File: src/rtl/s2axi_ring_writer.sv
// Stream-to-AXI3 ring writer: buffers a valid/ready stream in a FIFO and writes fixed-length INCR
// bursts into a DDR ring [base, base+size), reporting ring offset, committed bytes and error counts.
module s2axi_ring_writer #(
  parameter int unsigned DW         = 32,
  parameter int unsigned BURST_LEN  = 16,
  parameter int unsigned FIFO_DEPTH = 64,
  parameter int unsigned DROP_MODE  = 0,
  parameter logic [5:0]  AXI_ID     = 6'h3F
) (
  input  logic            AXI_clk,
  input  logic            rst,
  input  logic            sync,
  input  logic            enable,
  input  logic [31:0]     base,
  input  logic [31:0]     size,
  input  logic [DW-1:0]   s_data,
  input  logic            s_valid,
  output logic            s_ready,
  output logic [31:0]     AXI_awaddr,
  output logic            AXI_awvalid,
  output logic [3:0]      AXI_awlen,
  output logic [2:0]      AXI_awsize,
  output logic [1:0]      AXI_awburst,
  output logic [5:0]      AXI_awid,
  output logic [3:0]      AXI_awcache,
  output logic [2:0]      AXI_awprot,
  output logic [3:0]      AXI_awqos,
  output logic [1:0]      AXI_awlock,
  input  logic            AXI_awready,
  output logic [DW-1:0]   AXI_wdata,
  output logic            AXI_wvalid,
  output logic            AXI_wlast,
  output logic [DW/8-1:0] AXI_wstrb,
  output logic [5:0]      AXI_wid,
  input  logic            AXI_wready,
  input  logic            AXI_bvalid,
  input  logic [1:0]      AXI_bresp,
  input  logic [5:0]      AXI_bid,
  output logic            AXI_bready,
  output logic [31:0]     acnt,
  output logic [31:0]     bcnt,
  output logic [15:0]     err_cnt,
  output logic [15:0]     drop_cnt
);

  localparam int unsigned AW = $clog2(FIFO_DEPTH);
  localparam int unsigned CW = $clog2(FIFO_DEPTH + 1);
  localparam logic [CW-1:0] DepthC     = CW'(FIFO_DEPTH);
  localparam logic [CW-1:0] BurstC     = CW'(BURST_LEN);
  localparam logic [4:0]    LastBeat   = 5'(BURST_LEN - 1);
  localparam logic [31:0]   BurstBytes = 32'(BURST_LEN * DW / 8);

  typedef enum logic [1:0] {StIdle, StAw, StW, StB} state_e;

  state_e          state_q, state_d;
  logic [4:0]      beat_q, beat_d;
  logic [31:0]     awaddr_q, awaddr_d;
  logic [31:0]     size_q, size_d;
  logic [31:0]     acnt_q, acnt_d;
  logic [31:0]     bcnt_q, bcnt_d;
  logic [15:0]     err_q, err_d;
  logic [15:0]     drop_q;
  logic            sync_pend_q, sync_pend_d;

  logic [DW-1:0]   mem_q [FIFO_DEPTH];
  logic [AW-1:0]   wr_ptr_q, rd_ptr_q;
  logic [CW-1:0]   count_q;
  logic            full, push, pop, flush, drop;

  logic            unused_bid;
  assign unused_bid = ^AXI_bid;

  assign full = (count_q == DepthC);

  // Drop mode accepts into a full FIFO only when a pop frees the slot on the same edge.
  always_comb begin
    push = 1'b0;
    drop = 1'b0;
    if (DROP_MODE != 0) begin
      push = s_valid && (!full || pop);
      drop = s_valid && full && !pop;
    end else begin
      push = s_valid && !full;
    end
  end

  assign s_ready = (DROP_MODE != 0) ? 1'b1 : !full;

  always_comb begin
    state_d     = state_q;
    beat_d      = beat_q;
    awaddr_d    = awaddr_q;
    size_d      = size_q;
    acnt_d      = acnt_q;
    bcnt_d      = bcnt_q;
    err_d       = err_q;
    sync_pend_d = sync_pend_q;
    flush       = 1'b0;
    AXI_awvalid = 1'b0;
    AXI_wvalid  = 1'b0;
    AXI_bready  = 1'b0;
    if (sync && state_q != StIdle) sync_pend_d = 1'b1;
    unique case (state_q)
      StIdle: begin
        if (sync || sync_pend_q) begin
          flush       = 1'b1;
          acnt_d      = '0;
          sync_pend_d = 1'b0;
        end else if (enable && count_q >= BurstC) begin
          state_d  = StAw;
          awaddr_d = base + acnt_q;
          size_d   = size;
        end
      end
      StAw: begin
        AXI_awvalid = 1'b1;
        if (AXI_awready) begin
          state_d = StW;
          beat_d  = '0;
        end
      end
      StW: begin
        AXI_wvalid = 1'b1;
        if (AXI_wready) begin
          if (beat_q == LastBeat) state_d = StB;
          else                    beat_d  = beat_q + 5'd1;
        end
      end
      StB: begin
        AXI_bready = 1'b1;
        if (AXI_bvalid) begin
          if (AXI_bresp == 2'b00)  bcnt_d = bcnt_q + BurstBytes;
          else if (err_q != '1)    err_d  = err_q + 16'd1;
          acnt_d  = (acnt_q + BurstBytes == size_q) ? '0 : acnt_q + BurstBytes;
          state_d = StIdle;
        end
      end
      default: state_d = StIdle;
    endcase
  end

  assign pop = AXI_wvalid && AXI_wready;

  always_ff @(posedge AXI_clk) begin
    if (rst) begin
      state_q     <= StIdle;
      beat_q      <= '0;
      awaddr_q    <= '0;
      size_q      <= '0;
      acnt_q      <= '0;
      bcnt_q      <= '0;
      err_q       <= '0;
      sync_pend_q <= 1'b0;
    end else begin
      state_q     <= state_d;
      beat_q      <= beat_d;
      awaddr_q    <= awaddr_d;
      size_q      <= size_d;
      acnt_q      <= acnt_d;
      bcnt_q      <= bcnt_d;
      err_q       <= err_d;
      sync_pend_q <= sync_pend_d;
    end
  end

  always_ff @(posedge AXI_clk) begin
    if (rst) begin
      wr_ptr_q <= '0;
      rd_ptr_q <= '0;
      count_q  <= '0;
    end else if (flush) begin
      wr_ptr_q <= '0;
      rd_ptr_q <= '0;
      count_q  <= '0;
    end else begin
      if (push) wr_ptr_q <= wr_ptr_q + 1'b1;
      if (pop)  rd_ptr_q <= rd_ptr_q + 1'b1;
      count_q <= count_q + CW'(push) - CW'(pop);
    end
  end

  always_ff @(posedge AXI_clk) begin
    if (push && !flush) mem_q[wr_ptr_q] <= s_data;
  end

  always_ff @(posedge AXI_clk) begin
    if (rst) begin
      drop_q <= '0;
    end else if (drop && drop_q != 16'hFFFF) begin
      drop_q <= drop_q + 16'd1;
    end
  end

  assign AXI_awaddr  = awaddr_q;
  assign AXI_awlen   = 4'(BURST_LEN - 1);
  assign AXI_awsize  = (DW == 64) ? 3'd3 : 3'd2;
  assign AXI_awburst = 2'b01;
  assign AXI_awid    = AXI_ID;
  assign AXI_awcache = '0;
  assign AXI_awprot  = '0;
  assign AXI_awqos   = '0;
  assign AXI_awlock  = '0;
  assign AXI_wdata   = mem_q[rd_ptr_q];
  assign AXI_wlast   = (state_q == StW) && (beat_q == LastBeat);
  assign AXI_wstrb   = '1;
  assign AXI_wid     = AXI_ID;
  assign acnt        = acnt_q;
  assign bcnt        = bcnt_q;
  assign err_cnt     = err_q;
  assign drop_cnt    = drop_q;

endmodule
File: config.mk
export PLATFORM = sky130hd
export DESIGN_NAME = s2axi_ring_writer
export DESIGN_NICKNAME = d
export VERILOG_FILES = /design/src/rtl/s2axi_ring_writer.sv
export SDC_FILE = /design/constraint.sdc
export NUM_CORES = 2
export LEC_CHECK = 0
export CAP_MARGIN = 0
export CORE_MARGIN = 8
export CORE_UTILIZATION = 65
export DETAILED_ROUTE_END_ITERATION = 8
export HOLD_SLACK_MARGIN = 0.02
export PLACE_DENSITY_LB_ADDON = 0.1
export SLEW_MARGIN = 20
export SYNTH_ARGS = -nofsm -noshare
export SYNTH_HDL_FRONTEND = slang
export SYNTH_SLANG_ARGS = --single-unit
File: constraint.sdc
create_clock -name AXI_clk -period 8.45 [get_ports AXI_clk]
set_clock_uncertainty 0.05 [all_clocks]
set_input_delay 1.69 -clock AXI_clk [delete_from_list [all_inputs] [get_ports AXI_clk]]
set_output_delay 1.69 -clock AXI_clk [all_outputs]
set_load 0.02 [all_outputs]
Word level (Yosys, flattened, before mapping)
Memory sizes are Yosys's and may differ from the RTL's. A register that Yosys moved wholly into a read port is not among the register bits.
Cells that the tools add are included.
{"block": "totals", "reg_bits": 171, "mem_bits_rw": 2048, "input_bits": 112, "out_inout_bits": 203, "elab_cells": 87, "mem_count": 1}
{"block": "classes", "addsub": 9, "order_cmp": 1, "eq_ne": 15, "mux": 27, "n_bitwise": 2, "n_reduce_logical": 21}
{"memory": "mem_q", "words": 64, "word_bits": 32, "read_ports": 1, "rd_ports_with_merged_regs": 1, "wr": 1, "line": "65", "rtl": "logic [DW-1:0] mem_q [FIFO_DEPTH];"}
{"cell": "two-way mux 32 bit", "count": 3}
{"cell": "adder 32 x 7 -> 32 bit (second input constant)", "count": 2}
{"cell": "case mux 32 bit (2 select lines)", "count": 1}
{"cell": "adder 32 bit", "count": 1}
{"cell": "== test 32 bit", "count": 1}
{"cell": "adder 16 x 1 -> 16 bit (second input constant)", "count": 1}
{"cell": "!= test 16 bit (second input constant)", "count": 1}
{"cell": "!= test 2 bit (second input constant)", "count": 8}
{"cell": "two-way mux 5 bit", "count": 3}
{"cell": "adder 6 x 1 -> 6 bit (second input constant)", "count": 2}
{"cell": "two-way mux 2 bit", "count": 6}
{"cell": "two-way mux 6 bit", "count": 2}
{"cell": "two-way mux 1 bit", "count": 10}
{"cell": "case mux 5 bit (2 select lines)", "count": 1}
{"cell": "AND reduction 3 bit", "count": 3}
{"cell": "case mux 2 bit (4 select lines)", "count": 1}
{"cell": "AND reduction 4 bit", "count": 2}
{"cell": "adder 7 x 1 -> 7 bit", "count": 1}
{"cell": "== test 7 bit (second input constant)", "count": 1}
{"cell": ">= comparator 7 x 5 -> 1 bit (second input constant)", "count": 1}
{"cell": "subtractor 7 x 1 -> 7 bit", "count": 1}
{"cell": "logical AND 1 bit", "count": 6}
{"cell": "AND reduction 6 bit", "count": 1}
{"cell": "nonzero test 2 bit", "count": 3}
{"cell": "9 further kinds", "count": 13}

Longest topological paths before layout
{"block": "depth", "depth_word": 7, "ltp_mapped": 17, "mapped_depth_nobuf": 16}

Worst setup path after synthesis
OpenSTA, ideal clock, no wires.
{"block": "synth_timing", "path_type": "reg-to-output", "from": "reg with a tool-made name", "to": "out AXI_wdata[13]", "arrival_time_ns": 2.912, "required_ns": 6.710, "slack_ns": 3.798, "stages_incl_launch_ff": 9, "path_buffers": 3, "cell_sequence": "dfxtp_1 -> clkbuf_1 -> buf_2 -> buf_1 -> mux4_2 -> mux4_2 -> mux2_2 -> nand2_1 -> o21ai_0"}
{"element": "to (decl)", "line": "30", "rtl": "output logic [DW-1:0] AXI_wdata,"}

==> results.toml <==
[logic_synthesis]
yosys_warnings = 0
ys_ff_latch = 2213
yosys_most_used_dff = "edfxtp_1"
syn_area_per_cell_um2 = 20.89
synth_top_cell_by_area = "edfxtp_1"
synth_most_common_cell = "edfxtp_1"
synth_edf_count = 2048
netlist_instances = 4182
synth_area_um2 = 87370
yosys.area.top_type_share = 0.7039
synth_common_cells = "edfxtp_1, mux4_2, nand2_1, dfxtp_1, nor2_1"
async_flop_share = 0
yosysSeqAreaShare = 0.7417
synthTopCellsByArea = "edfxtp_1, mux4_2, dfxtp_1"
synth_cell_types = 75

[placed_design]
dp_cells = 6083
numPortBuffers = 242
gp_congestion = 0.8467
place_ws_ns = 2.666
dp_hpwl_mm = 122.6

[sta]
maxSlewHeadroom = 0.2254
setup_violations = 0
worst_slack_ns = 1.847
rsz0062_at_grt = "no"
maxSlewViolCount = 0
fmax_ghz = 0.1515
hold_viol_final = 0
min_period_over_period = 0.7814
fin_crit_ns = 6.603
max_slew.worst_pin.slew_ns = 1.159
fin_setup_tns_ns = 0

[floorplanning]
die_w_um = 382.6
die_area_um2 = 146400
core_area_um2 = 133500
die_h_um = 382.6
boundaryPins = 315
fp-row-count = 134
initial_core_util = 0.6546

[route]
first_iter_violations = 5842
finalWirelength_mm = 225.1
num_vias = 44500
wl_per_cell_um = 34.70
route.detailed.drc = 0
viasPerCell = 6.859
ant_nets = 0
dr.pass1.iters = 5

[worst_setup_path]
end_kind = "output port"
rrSetupSlack_ns = 3.86
critPathMaxFanout = 36
rr_startpoint = "acnt[6]$_SDFFE_PP0P_"
startpoint_type = "flop"
cp.required_ns = 6.71
criticalPathCategory = "reg -> out"
r2r_end = "acnt[28]$_SDFFE_PP0P_"
cp.arrival_ns = 4.86
reg2regPathDepth = 9

[power]
power.density_nw_per_um2 = 229.6
p_leak_nw = 30.34
peakVddDrop_mv = 0.2239

[cts]
root_buffer = "clkbuf_16"
insertion_delay_ns = 0.84
cts_buffer_depth = 3
post_cts_buffers = 0
ctsHoldBuffers = 0
htree_num_levels = 4
cts_tree = "built"
clock_sinks = 2213
post_cts_resized = 0
cts.clk_slew.worst_paths_ns = 0.06
cts_buffers = 212

[run_status]
status = "finished clean"

[cells_and_area]
fill_cells = 7333
fin_cells = 6488
utilization = 0.7438
final_nets = 4691
area_delta_synth_final_pct = 13.62
layout-drive-gt1-share = 0.2557

[grt]
antenna_found_initial = 15
grt_pass1_wl_mm = 321.8
grtUsageTotal = 0.3071
grt_overflow = 0
grt_max_degree = 104
grt_pass1_vias = 44960

[flow_run]
max-cap-violations = 0

[min_path]
min_path_cells = 2
hold_class = "reg -> reg"
hold_end = "AXI_awaddr[19]$_SDFFE_PP0P_"
hold_start = "AXI_awaddr[19]$_SDFFE_PP0P_"
## final cells by class
| cell class | count | area, µm² | area share |
|---|---|---|---|
| Sequential cell | 2213 | 64820 | 0.6530 |
| Timing Repair Buffer | 354 | 3363 | 0.03388 |
| Antenna cell | 12 | 30.03 | 0.0003025 |
| Clock inverter | 128 | 1313 | 0.01322 |
| Tap cell | 1768 | 2212 | 0.02228 |
| Multi-Input combinational cell | 1718 | 21830 | 0.2199 |
| Inverter | 31 | 116.4 | 0.001172 |
| Clock buffer | 264 | 5583 | 0.05624 |
## registers in the layout (all words and copies together), names as in the netlist, named ones only
name and flops:
mem_q 2048, AXI_awaddr 32, size_q 32, acnt 26, bcnt 26, err_cnt 16
count_q 7, rd_ptr_q 6, wr_ptr_q 6, beat_q 5, state_q 2, sync_pend_q 1
## cell usage in the layout, fill, tap and decap left out, types with 48 or more instances in the layout
| master | instances |
|---|---|
| edfxtp_1 | 2048 |
| mux4_2 | 663 |
| clkbuf_16 | 214 |
| clkdlybuf4s50_1 | 209 |
| nand2_1 | 169 |
| dfxtp_1 | 159 |
| nor2_1 | 101 |
| buf_4 | 95 |
| a21oi_1 | 94 |
| conb_1 | 67 |
| nor2_4 | 64 |
| xor2_1 | 54 |
| nand3_1 | 53 |
| xnor2_1 | 48 |
| ha_1 | 48 |
| clkinv_1 | 48 |
## metrics by stage
step | cell area (µm²) | hold slack (ns) | power (mW)
after global placement | 92230 | 0.3928 | 13.58
after global routing | 99250 | 0.4233 | 23.36
after detailed placement | 92310 | 0.3957 | 13.62
final | 99270 | 0.4000 | 22.79
after CTS | 99210 | 0.4023 | 22.90
after floorplan | 87610 | 0.3860 | 13.08
## cells by family after synthesis
kind of cell,after synthesis,share of synthesized area
DFF,2213,0.7417
muxes,688,0.1739
and+or+nand+nor,563,0.03139
buffers and inverters,316,0.01683
AOI/OAI and AO/OA,245,0.01767
xor gates and xnor gates,106,0.01127
adders and majority gates,49,0.007103
other,2,0.00008596
## where the power goes
| part | leakage (nW) | internal (mW) | total [mW] | switching [mW] |
|---|---|---|---|---|
| sequential | 19.7 | 12.1 | 12.1 | 0.0542 |
| clock | 3.36 | 5.36 | 9.40 | 4.04 |
| combinational | 7.23 | 0.506 | 1.28 | 0.776 |
## per-layer routing
metal | share of wire | routed length (µm) | track usage | vias up
met3 | 0.11 | 24760 | 0.07076 | 472
li1 | - | - | - | 17950
met1 | 0.36 | 81970 | 0.4214 | 23310
met4 | 0.041 | 9130 | 0.1150 | 6
met5 | 0.00014 | 31 | 0 | -
met2 | 0.49 | 109200 | 0.4901 | 2763
## worst max path at each step
stage	end	depth (start not counted)
4_1_cts	AXI_wdata[21]	7
6_report	AXI_wdata[21]	7
5_1_grt	AXI_wdata[11]	5
2_1_floorplan	AXI_wdata[13]	8
3_5_place_dp	AXI_wdata[11]	5
3_3_place_gp	AXI_wdata[10]	5
## critical path: stages, from the launching register on
cell	delay, ns
dfxtp_4	0.91
buf_4	0.59
mux4_2	0.60
mux4_2	0.48
mux2_2	0.29
nand2_1	0.13
o21ai_0	0.27
clkdlybuf4s50_1	0.68
Power figures use the tool's default switching activity.
